### config.mk
export PLATFORM = sky130hd
export DESIGN_NAME = swb_cfg_sequencer
export DESIGN_NICKNAME = d
export VERILOG_FILES = /design/src/rtl/swb_cfg_seq_pkg.sv /design/src/rtl/swb_cfg_seq_fifo.sv /design/src/rtl/swb_cfg_sequencer.sv
export SDC_FILE = /design/constraint.sdc
export NUM_CORES = 1
export LEC_CHECK = 0
export CORE_MARGIN = 4
export CORE_UTILIZATION = 50
export DETAILED_ROUTE_END_ITERATION = 10
export MAX_ROUTING_LAYER = met4
export PLACE_DENSITY = 0.82
export SLEW_MARGIN = 20
export SYNTH_ARGS = -nofsm -noshare
export SYNTH_HDL_FRONTEND = slang
export SYNTH_SLANG_ARGS = --single-unit
### constraint.sdc
create_clock -name clk_0 -period 3.3 [get_ports clk_0]
set_input_delay 0.495 -clock clk_0 [delete_from_list [all_inputs] [get_ports clk_0]]
set_output_delay 0.495 -clock clk_0 [all_outputs]
set_load 0.02 [all_outputs]
### src/rtl/swb_cfg_seq_pkg.sv
// rtl/swb_cfg_seq_pkg.sv - request kinds, opcodes, commit fields and FSM states for the switchbox config sequencer
package swb_cfg_seq_pkg;

  localparam int PAYLOAD_WIDTH = 24;
  localparam int KIND_WIDTH    = 2;

  typedef enum logic [1:0] {
    KIND_SWB     = 2'd0,
    KIND_ROUTE   = 2'd1,
    KIND_COMMIT  = 2'd2,
    KIND_ILLEGAL = 2'd3
  } req_kind_e;

  localparam logic [2:0] OPCODE_SWB   = 3'b100;
  localparam logic [2:0] OPCODE_ROUTE = 3'b101;

  typedef struct packed {
    logic [6:0] delay;
    logic [3:0] mask;
  } commit_t;

  typedef enum logic [1:0] {
    ST_IDLE,
    ST_ISSUE,
    ST_DELAY,
    ST_ACTIVATE
  } seq_state_e;

  // Only the low 11 payload bits carry commit information; the rest are ignored.
  function automatic commit_t unpack_commit(input logic [10:0] field);
    commit_t c;
    c.delay = field[10:4];
    c.mask  = field[3:0];
    return c;
  endfunction

endpackage

### src/rtl/swb_cfg_seq_fifo.sv
// rtl/swb_cfg_seq_fifo.sv - synchronous request FIFO with registered-state full/empty flags
module swb_cfg_seq_fifo #(
  parameter int DEPTH = 4,
  parameter int WIDTH = 26
) (
  input  logic             i_clk,
  input  logic             i_rst,
  input  logic             i_push,
  input  logic [WIDTH-1:0] i_push_data,
  input  logic             i_pop,
  output logic [WIDTH-1:0] o_pop_data,
  output logic             o_full,
  output logic             o_empty
);

  localparam int AW = $clog2(DEPTH);

  logic [WIDTH-1:0] r_mem [DEPTH];
  logic [AW:0]      r_wptr;
  logic [AW:0]      r_rptr;

  // Extra pointer bit distinguishes full from empty when the indices match.
  always_ff @(posedge i_clk) begin
    if (i_rst) begin
      r_wptr <= '0;
      r_rptr <= '0;
    end else begin
      if (i_push) r_wptr <= r_wptr + (AW+1)'(1);
      if (i_pop)  r_rptr <= r_rptr + (AW+1)'(1);
    end
  end

  always_ff @(posedge i_clk) begin
    if (i_push) r_mem[r_wptr[AW-1:0]] <= i_push_data;
  end

  assign o_pop_data = r_mem[r_rptr[AW-1:0]];
  assign o_empty    = (r_wptr == r_rptr);
  assign o_full     = (r_wptr[AW] != r_rptr[AW]) && (r_wptr[AW-1:0] == r_rptr[AW-1:0]);

endmodule

### src/rtl/swb_cfg_sequencer.sv
// rtl/swb_cfg_sequencer.sv - buffers config requests and serializes them onto the switchbox instr/activate port
// Define SWB_CFG_SEQ_STATS_EN to add saturating instr/commit pulse counters.
module swb_cfg_sequencer
  import swb_cfg_seq_pkg::*;
#(
  parameter int FIFO_DEPTH           = 4,
  parameter int RESOURCE_INSTR_WIDTH = 27,
  parameter int FSM_PER_SLOT         = 4,
  parameter int DELAY_WIDTH          = 7
) (
  input  logic                            clk_0,
  input  logic                            rst_0,
  input  logic                            req_valid,
  output logic                            req_ready,
  input  logic [1:0]                      req_kind,
  input  logic [23:0]                     req_payload,
  output logic                            instr_en_0,
  output logic [RESOURCE_INSTR_WIDTH-1:0] instr_0,
  output logic [FSM_PER_SLOT-1:0]         activate_0,
  output logic                            busy,
  output logic                            commit_done,
  output logic                            err
`ifdef SWB_CFG_SEQ_STATS_EN
  ,
  output logic [15:0]                     stat_instr_cnt,
  output logic [15:0]                     stat_commit_cnt
`endif
);

  localparam int ENTRY_WIDTH = KIND_WIDTH + PAYLOAD_WIDTH;

  seq_state_e                      r_state, w_state_nxt;
  logic                            r_live;
  logic                            r_instr_en, w_en_nxt;
  logic [RESOURCE_INSTR_WIDTH-1:0] r_instr, w_instr_nxt;
  logic [FSM_PER_SLOT-1:0]         r_act, w_act_nxt;
  logic                            r_done, w_done_nxt;
  logic                            r_err, w_err_nxt;
  logic [DELAY_WIDTH-1:0]          r_cnt, w_cnt_nxt;
  logic [FSM_PER_SLOT-1:0]         r_mask, w_mask_nxt;

  logic                            w_push, w_pop, w_full, w_empty;
  logic [ENTRY_WIDTH-1:0]          w_head;
  req_kind_e                       w_head_kind;
  logic [PAYLOAD_WIDTH-1:0]        w_head_payload;
  commit_t                         w_commit;

  swb_cfg_seq_fifo #(
    .DEPTH (FIFO_DEPTH),
    .WIDTH (ENTRY_WIDTH)
  ) u_fifo (
    .i_clk       (clk_0),
    .i_rst       (rst_0),
    .i_push      (w_push),
    .i_push_data ({req_kind, req_payload}),
    .i_pop       (w_pop),
    .o_pop_data  (w_head),
    .o_full      (w_full),
    .o_empty     (w_empty)
  );

  // r_live keeps ready low until the first cycle after reset is released.
  assign req_ready      = r_live & ~w_full;
  assign w_push         = req_valid & req_ready;
  assign w_head_kind    = req_kind_e'(w_head[ENTRY_WIDTH-1 -: KIND_WIDTH]);
  assign w_head_payload = w_head[PAYLOAD_WIDTH-1:0];
  assign w_commit       = unpack_commit(w_head_payload[10:0]);
  assign busy           = ~w_empty | (r_state != ST_IDLE);

  always_comb begin
    w_state_nxt = r_state;
    w_pop       = 1'b0;
    w_en_nxt    = 1'b0;
    w_instr_nxt = r_instr;
    w_act_nxt   = '0;
    w_done_nxt  = 1'b0;
    w_err_nxt   = 1'b0;
    w_cnt_nxt   = r_cnt;
    w_mask_nxt  = r_mask;
    case (r_state)
      ST_IDLE, ST_ISSUE: begin
        w_state_nxt = ST_IDLE;
        if (!w_empty) begin
          w_pop = 1'b1;
          case (w_head_kind)
            KIND_SWB: begin
              w_en_nxt    = 1'b1;
              w_instr_nxt = {OPCODE_SWB, w_head_payload};
              w_state_nxt = ST_ISSUE;
            end
            KIND_ROUTE: begin
              w_en_nxt    = 1'b1;
              w_instr_nxt = {OPCODE_ROUTE, w_head_payload};
              w_state_nxt = ST_ISSUE;
            end
            KIND_COMMIT: begin
              w_cnt_nxt  = w_commit.delay;
              w_mask_nxt = w_commit.mask;
              if (w_commit.delay != '0) begin
                w_state_nxt = ST_DELAY;
              end else begin
                w_state_nxt = ST_ACTIVATE;
                w_act_nxt   = w_commit.mask;
                w_done_nxt  = 1'b1;
              end
            end
            default: w_err_nxt = 1'b1;
          endcase
        end
      end
      ST_DELAY: begin
        w_cnt_nxt = r_cnt - DELAY_WIDTH'(1);
        if (r_cnt == DELAY_WIDTH'(1)) begin
          w_state_nxt = ST_ACTIVATE;
          w_act_nxt   = r_mask;
          w_done_nxt  = 1'b1;
        end
      end
      // Nothing is popped here so the next instruction never overlaps the activate pulse.
      ST_ACTIVATE: w_state_nxt = ST_IDLE;
      default:     w_state_nxt = ST_IDLE;
    endcase
  end

  always_ff @(posedge clk_0) begin
    if (rst_0) begin
      r_state    <= ST_IDLE;
      r_live     <= 1'b0;
      r_instr_en <= 1'b0;
      r_instr    <= '0;
      r_act      <= '0;
      r_done     <= 1'b0;
      r_err      <= 1'b0;
      r_cnt      <= '0;
      r_mask     <= '0;
    end else begin
      r_state    <= w_state_nxt;
      r_live     <= 1'b1;
      r_instr_en <= w_en_nxt;
      r_instr    <= w_instr_nxt;
      r_act      <= w_act_nxt;
      r_done     <= w_done_nxt;
      r_err      <= w_err_nxt;
      r_cnt      <= w_cnt_nxt;
      r_mask     <= w_mask_nxt;
    end
  end

  assign instr_en_0  = r_instr_en;
  assign instr_0     = r_instr;
  assign activate_0  = r_act;
  assign commit_done = r_done;
  assign err         = r_err;

`ifdef SWB_CFG_SEQ_STATS_EN
  logic [15:0] r_stat_instr;
  logic [15:0] r_stat_commit;

  always_ff @(posedge clk_0) begin
    if (rst_0) begin
      r_stat_instr  <= '0;
      r_stat_commit <= '0;
    end else begin
      if (w_en_nxt && (r_stat_instr != 16'hFFFF))    r_stat_instr  <= r_stat_instr + 16'd1;
      if (w_done_nxt && (r_stat_commit != 16'hFFFF)) r_stat_commit <= r_stat_commit + 16'd1;
    end
  end

  assign stat_instr_cnt  = r_stat_instr;
  assign stat_commit_cnt = r_stat_commit;
`endif

endmodule

After elaboration in Yosys (flattened, before gate mapping)
Memory sizes are Yosys's and may differ from the RTL's. A register that Yosys moved wholly into a read port is not among the register bits.
Index checks and enable logic that the tools add are counted.
- flip-flop bits (word level): 54
- bits in latches: 0
- RAM bits: 104
- memory bits (read-only): 0
- bits of input ports: 29
- output and inout port bits: 36
- logic and storage cells: 75
- memories kept: 1
- add/subtract/negate cells: 3
- $mul: 0
- divide/modulo/power cells: 0
- order comparisons: 0
- eq/ne operators: 12
- shift operators: 0
- mux-type cells: 28
- bitwise logic cells: 6
- reductions and logical operators: 14
- memory list (name ; words ; bits a word ; read ports ; clocked after memory_dff ; wr ports ; RTL line ; RTL):
    u_fifo.r_mem ; 4 ; 26 ; 1 ; 1 ; 1 ; swb_cfg_seq_fifo.sv:18 ; logic [WIDTH-1:0] r_mem [DEPTH];
- operators with widths (operator ; number):
    one-hot mux 27 bit (2 select lines) ; 1
    2-to-1 mux 4 bit ; 4
    2-to-1 mux 7 bit ; 2
    one-hot mux 7 bit (2 select lines) ; 1
    2-to-1 mux 1 bit ; 12
    AND reduction 3 bit ; 3
    2-to-1 mux 2 bit ; 4
    one-hot mux 4 bit (2 select lines) ; 1
    equality test 7 x 1 -> 1 bit (second input constant) ; 1
    nonzero test 7 bit ; 1
    subtractor 7 x 1 -> 7 bit (second input constant) ; 1
    adder 3 x 1 -> 3 bit (second input constant) ; 2
    equality test 2 bit (second input constant) ; 3
    one-hot mux 2 bit (3 select lines) ; 1
    nonzero test 2 bit ; 3
    OR reduction 3 bit ; 2
    equality test 2 x 1 -> 1 bit (second input constant) ; 2
    zero test 2 bit ; 2
    inequality test 2 bit (second input constant) ; 2
    one-hot mux 2 bit (2 select lines) ; 1
    OR reduction 2 bit ; 2
    equality test 3 bit ; 1
    NOT 1 bit ; 3
    bitwise AND 1 bit ; 2
    other kinds (6) ; 6

Depth between registers and ports, before layout
- depth after elaboration: 7
- depth in mapped cells: 7
- gate-level depth less buffers: 6

Modules after synthesis
Synthesis repeated with hierarchy kept, for this count alone.
- cells, all modules: 390
- area, all modules: 6064.6 um2
- by module, submodules not included (module ; instances ; cells an instance ; area an instance (um2) ; seq. area each (um2)):
    swb_cfg_seq_fifo ; 1 ; 176 ; 4196.5 ; 3283.1
    swb_cfg_sequencer ; 1 ; 214 ; 1868.0 ; 940.9

Least setup slack after synthesis
OpenSTA, ideal clock, no wires.
- kind: register -> register
- start: register u_fifo.r_wptr[0]
- end: memory u_fifo.r_mem[3][0], enable pin
- setup time: 0.409 ns
- data arrival time: 2.131 ns
- required time: 2.891 ns
- path slack: 0.760 ns
- cell stages (with the launch flop): 4
- path buffers: 0
- clock period less this slack: 2.540 ns
- path through: dfxtp_1 > xnor2_1 > a311o_1 > nor2_1
- longest elaborated chain between the ends: 7
- RTL lines (element ; RTL line ; RTL):
    from (decl) ; swb_cfg_seq_fifo.sv:19 ; logic [AW:0] r_wptr;
    from (signal assigned) ; swb_cfg_seq_fifo.sv:28 ; if (i_push) r_wptr <= r_wptr + (AW+1)'(1);
    equality test 2 bit ; swb_cfg_seq_fifo.sv:39 ; assign o_full = (r_wptr[AW] != r_rptr[AW]) && (r_wptr[AW-1:0] == r_rptr[AW-1:0]);
    logical AND 1 bit ; swb_cfg_seq_fifo.sv:39 ;
    NOT 1 bit ; swb_cfg_sequencer.sv:63 ; assign req_ready = r_live & ~w_full;
    bitwise AND 1 bit ; swb_cfg_sequencer.sv:63 ;
    bitwise AND 1 bit ; swb_cfg_sequencer.sv:64 ; assign w_push = req_valid & req_ready;
    2-to-1 mux 1 bit ; swb_cfg_seq_fifo.sv:34 ; if (i_push) r_mem[r_wptr[AW-1:0]] <= i_push_data;
    2-to-1 mux 1 bit (not written as such) ; swb_cfg_seq_fifo.sv:34 ;
    to (decl) ; swb_cfg_seq_fifo.sv:18 ;
Parallel ways exist; a longest one is shown, timed or not.

Worst setup path after layout
- start: register u_fifo.r_wptr[1]
- end: output req_ready
- longest elaborated chain between the ends: 4
- RTL lines (element ; RTL line ; RTL):
    equality test 2 bit ; swb_cfg_seq_fifo.sv:39 ;
    logical AND 1 bit ; swb_cfg_seq_fifo.sv:39 ;
    NOT 1 bit ; swb_cfg_sequencer.sv:63 ;
    bitwise AND 1 bit ; swb_cfg_sequencer.sv:63 ;
    to (decl) ; swb_cfg_sequencer.sv:14 ; output logic req_ready,
Every way passes these cells.

==> impl_metrics.ini <==
[status]
status = complete, no violations

[routing]
met2_length_um = 6240
vias = 3490
highest_layer = met4
drc_errors = 0
drt_iter0_drc = 222
dr.pass1.iters = 4
finalWirelength_um = 12100
met3_wirelength_um = 680
postRouteAntennaNets = 0
drt-met1-wl_um = 4970
post_drt_wl_per_cell_um = 19.9
post_drt_via_cell_ratio = 5.74

[sta]
fin_skew_ps = 6.92
rsz0062_at_grt = no
fin_crit_ps = 2780
maxClockFrequency_mhz = 360
slew_headroom_pct = 51.8
tightestPinTransition_ps = 717
finalWorstSetupSlack_ps = 520
setup_viol = 0
fin_setup_tns_ps = 0
final.period_utilization_pct = 84.3
maxSlewViolCount = 0
finalHoldViolations = 0

[setup_path]
critical-path-top-delay-family = buffers and inverters
critPathMaxFanout = 7
path_buf_inv = 1
reg2reg_depth = 5
critPathKind = flip-flop to primary output
crit_arrival_ps = 2290
cpPeakStageDelay_ps = 610
path_cells = xnor2_1 > a31oi_1 > clkdlybuf4s50_1
rrSetupSlack_ps = 860
critPathLaunchType = flip-flop
timing.rr.end = activate_0[3]$_SDFF_PP0_
crit_slowest_cell = clkdlybuf4s50_1
cp_data_required_time_ps = 2800
crit_cells = 3
endpoint_kind = primary output

[global_route]
grt_pass1_wl_um = 19300
grt.total_usage_pct = 18.7
grt_overflow_total = 0
antenna_found_initial = 0
grt_max_degree = 27
grt_pass1_vias = 3532

[floorplanning]
die_w_um = 118
num_rows = 40
coreArea_um2 = 12000
die_area_um2 = 14000
initial_utilization_pct = 50.9
chipHeight_um = 118
ios = 65

[placed_design]
numPortBuffers = 63
dp_hpwl_um = 7630
place_congestion = 0.891
post-place-ws_ps = 849

[synthesis]
synthArstFlopShare_pct = 0
syn_nets = 410
synth.avg_cell_area_um2 = 16.3
yosysTopAreaCellShare_pct = 51.3
syn_inst = 374
synth-main-ff-cell = edfxtp_1
yosys_warnings = 0
synth_edf_count = 104
synth.area.top_cells = edfxtp_1 (51%), dfxtp_1 (18%), mux4_2 (9.6%)
yosys.area.top_type = edfxtp_1
netlist_area_um2 = 6090
ys_seq_area_share_pct = 69.4
ys_ff_latch = 159
ys_types = 44

[worst_hold_path]
min-delay-start = r_mask[2]$_SDFFE_PP0P_
hold_depth = 1
hold_path.class = flip-flop to flip-flop
whs_endpoint = activate_0[2]$_SDFF_PP0_

[cts]
htreeDepth = 4
cts.sinks = 159
tritoncts = built
numCtsBuffers = 17
post_cts.repair.setup_buffers = 0
cts_resized = 0
clk_latency_ps = 420
cts-root-buf = clkbuf_16
clk_pin_slew_worst_paths_ps = 60
cts_buffer_depth = 2
ctsHoldBuffers = 0

[job]
cap_viol_max_count = 0

[cells_and_area]
nets = 484
n_fill_cell = 837
syn2layout_area_growth_pct = 22.5
diodes = 0
final_layout_size_suffix_gt1_share_pct = 16.3

[power]
leakagePower_nw = 2.49
p_per_area_nw_per_um2 = 810
peakVddDrop_mv = 0.620
## final cells by class
cell class | count | area (um2) | share of cell area (%)
inverter | 10 | 37.5 | 0.503
multi-input combinational | 186 | 1710 | 22.9
clock buffer | 22 | 454 | 6.09
timing repair buffer | 74 | 708 | 9.50
clock inverter | 10 | 139 | 1.86
sequential | 159 | 4230 | 56.7
tap | 147 | 184 | 2.47
## kinds of logic after synthesis
group | after synthesis | share of synthesized area (%)
flip-flops | 159 | 69.4
AND/OR/NAND/NOR | 70 | 5.69
multiplexers | 56 | 14.6
AO/OA/AOI/OAI | 46 | 5.22
buffers and inverters | 29 | 2.77
adder cells (fa/ha/maj) | 7 | 1.44
XOR/XNOR | 6 | 0.863
other | 1 | 0.0616
## Yosys cell counts, types with 2 or more instances
library cell	instances
a21oi_1	14
a22o_1	4
a311o_1	2
a311oi_2	2
a31oi_1	8
and3_1	4
and4_1	2
buf_12	2
buf_2	4
buf_4	2
buf_6	2
clkbuf_1	9
dfxtp_1	55
edfxtp_1	104
ha_1	7
inv_1	10
mux2i_1	29
mux4_2	26
nand2b_1	2
nand3_1	8
nand4_1	2
nor2_1	37
nor3_1	3
nor4_1	3
o211ai_1	2
o21ai_0	6
o31a_1	2
o31ai_1	2
or3_1	2
xnor2_1	5
## where the power goes
| part | switching, mW | internal [mW] |
|---|---|---|
| Clock | 0.734 | 1.21 |
| Combinational | 0.856 | 0.748 |
| Sequential | 0.163 | 2.33 |
## per-layer routing
layer  up-vias  track usage (%)
li1       1591                -
met1      1744             22.9
met2       132             30.5
met3        23             3.92
met4         0             7.62
met5         -                -
## stage by stage
| stage | cell area, um2 | total power [mW] | hold WS (ps) | util, % | instances |
|---|---|---|---|---|---|
| floorplan | 6090 | 3.65 | 436 | - | 374 |
| finish | 7460 | 6.04 | 470 | 62.3 | 608 |
| CTS | 7460 | 6.08 | 472 | 62.3 | 608 |
| detailed placement | 6860 | 4.13 | 459 | 57.4 | 576 |
| global placement | 6860 | 4.09 | 449 | 57.4 | 576 |
| global route | 7460 | 6.31 | 477 | 62.3 | 608 |
## worst register-to-register path, cell delays in order, from the launching register on
cell and delay, ps:
dfxtp_2 490, buf_4 370, mux4_2 590, nor4_2 430, and4_1 330, a22o_1 170
## how the worst max path moves through the flow
stage,endpoint,from
after floorplan,u_fifo.r_mem[3][0]$_DFFE_PP_,u_fifo.r_wptr[0]$_SDFFE_PP0P_
after global placement,activate_0[1]$_SDFF_PP0_,flip-flop
after detailed placement,activate_0[3]$_SDFF_PP0_,flip-flop
after CTS,req_ready,u_fifo.r_wptr[1]$_SDFFE_PP0P_
after global routing,req_ready,u_fifo.r_rptr[0]$_SDFFE_PP0P_
final,req_ready,u_fifo.r_wptr[1]$_SDFFE_PP0P_
## flip-flops by register name, summed over array words and instances, names as in the netlist, 2 cells and up, named ones only
name	cells
u_fifo.r_mem	104
instr_0	26
r_cnt	7
activate_0	4
r_mask	4
u_fifo.r_rptr	3
u_fifo.r_wptr	3
r_state	2
## cell usage in the layout, fill, tap and decap left out, types with 4 or more instances in the layout
master / netlist / routed
clkdlybuf4s50_1: 0 / 62
and3_1: 4 / 4
clkbuf_1: 9 / 4
a21oi_1: 14 / 14
clkinvlp_4: 0 / 4
a22o_1: 4 / 4
ha_1: 7 / 7
mux4_2: 26 / 26
dfxtp_1: 55 / 54
inv_1: 10 / 10
mux2i_1: 29 / 29
a31oi_1: 8 / 8
clkbuf_16: 0 / 17
o21ai_0: 6 / 6
nor2_1: 37 / 36
edfxtp_1: 104 / 104
xnor2_1: 5 / 5
buf_4: 2 / 11
nand3_1: 8 / 8
(Power assumes the default switching activity.)
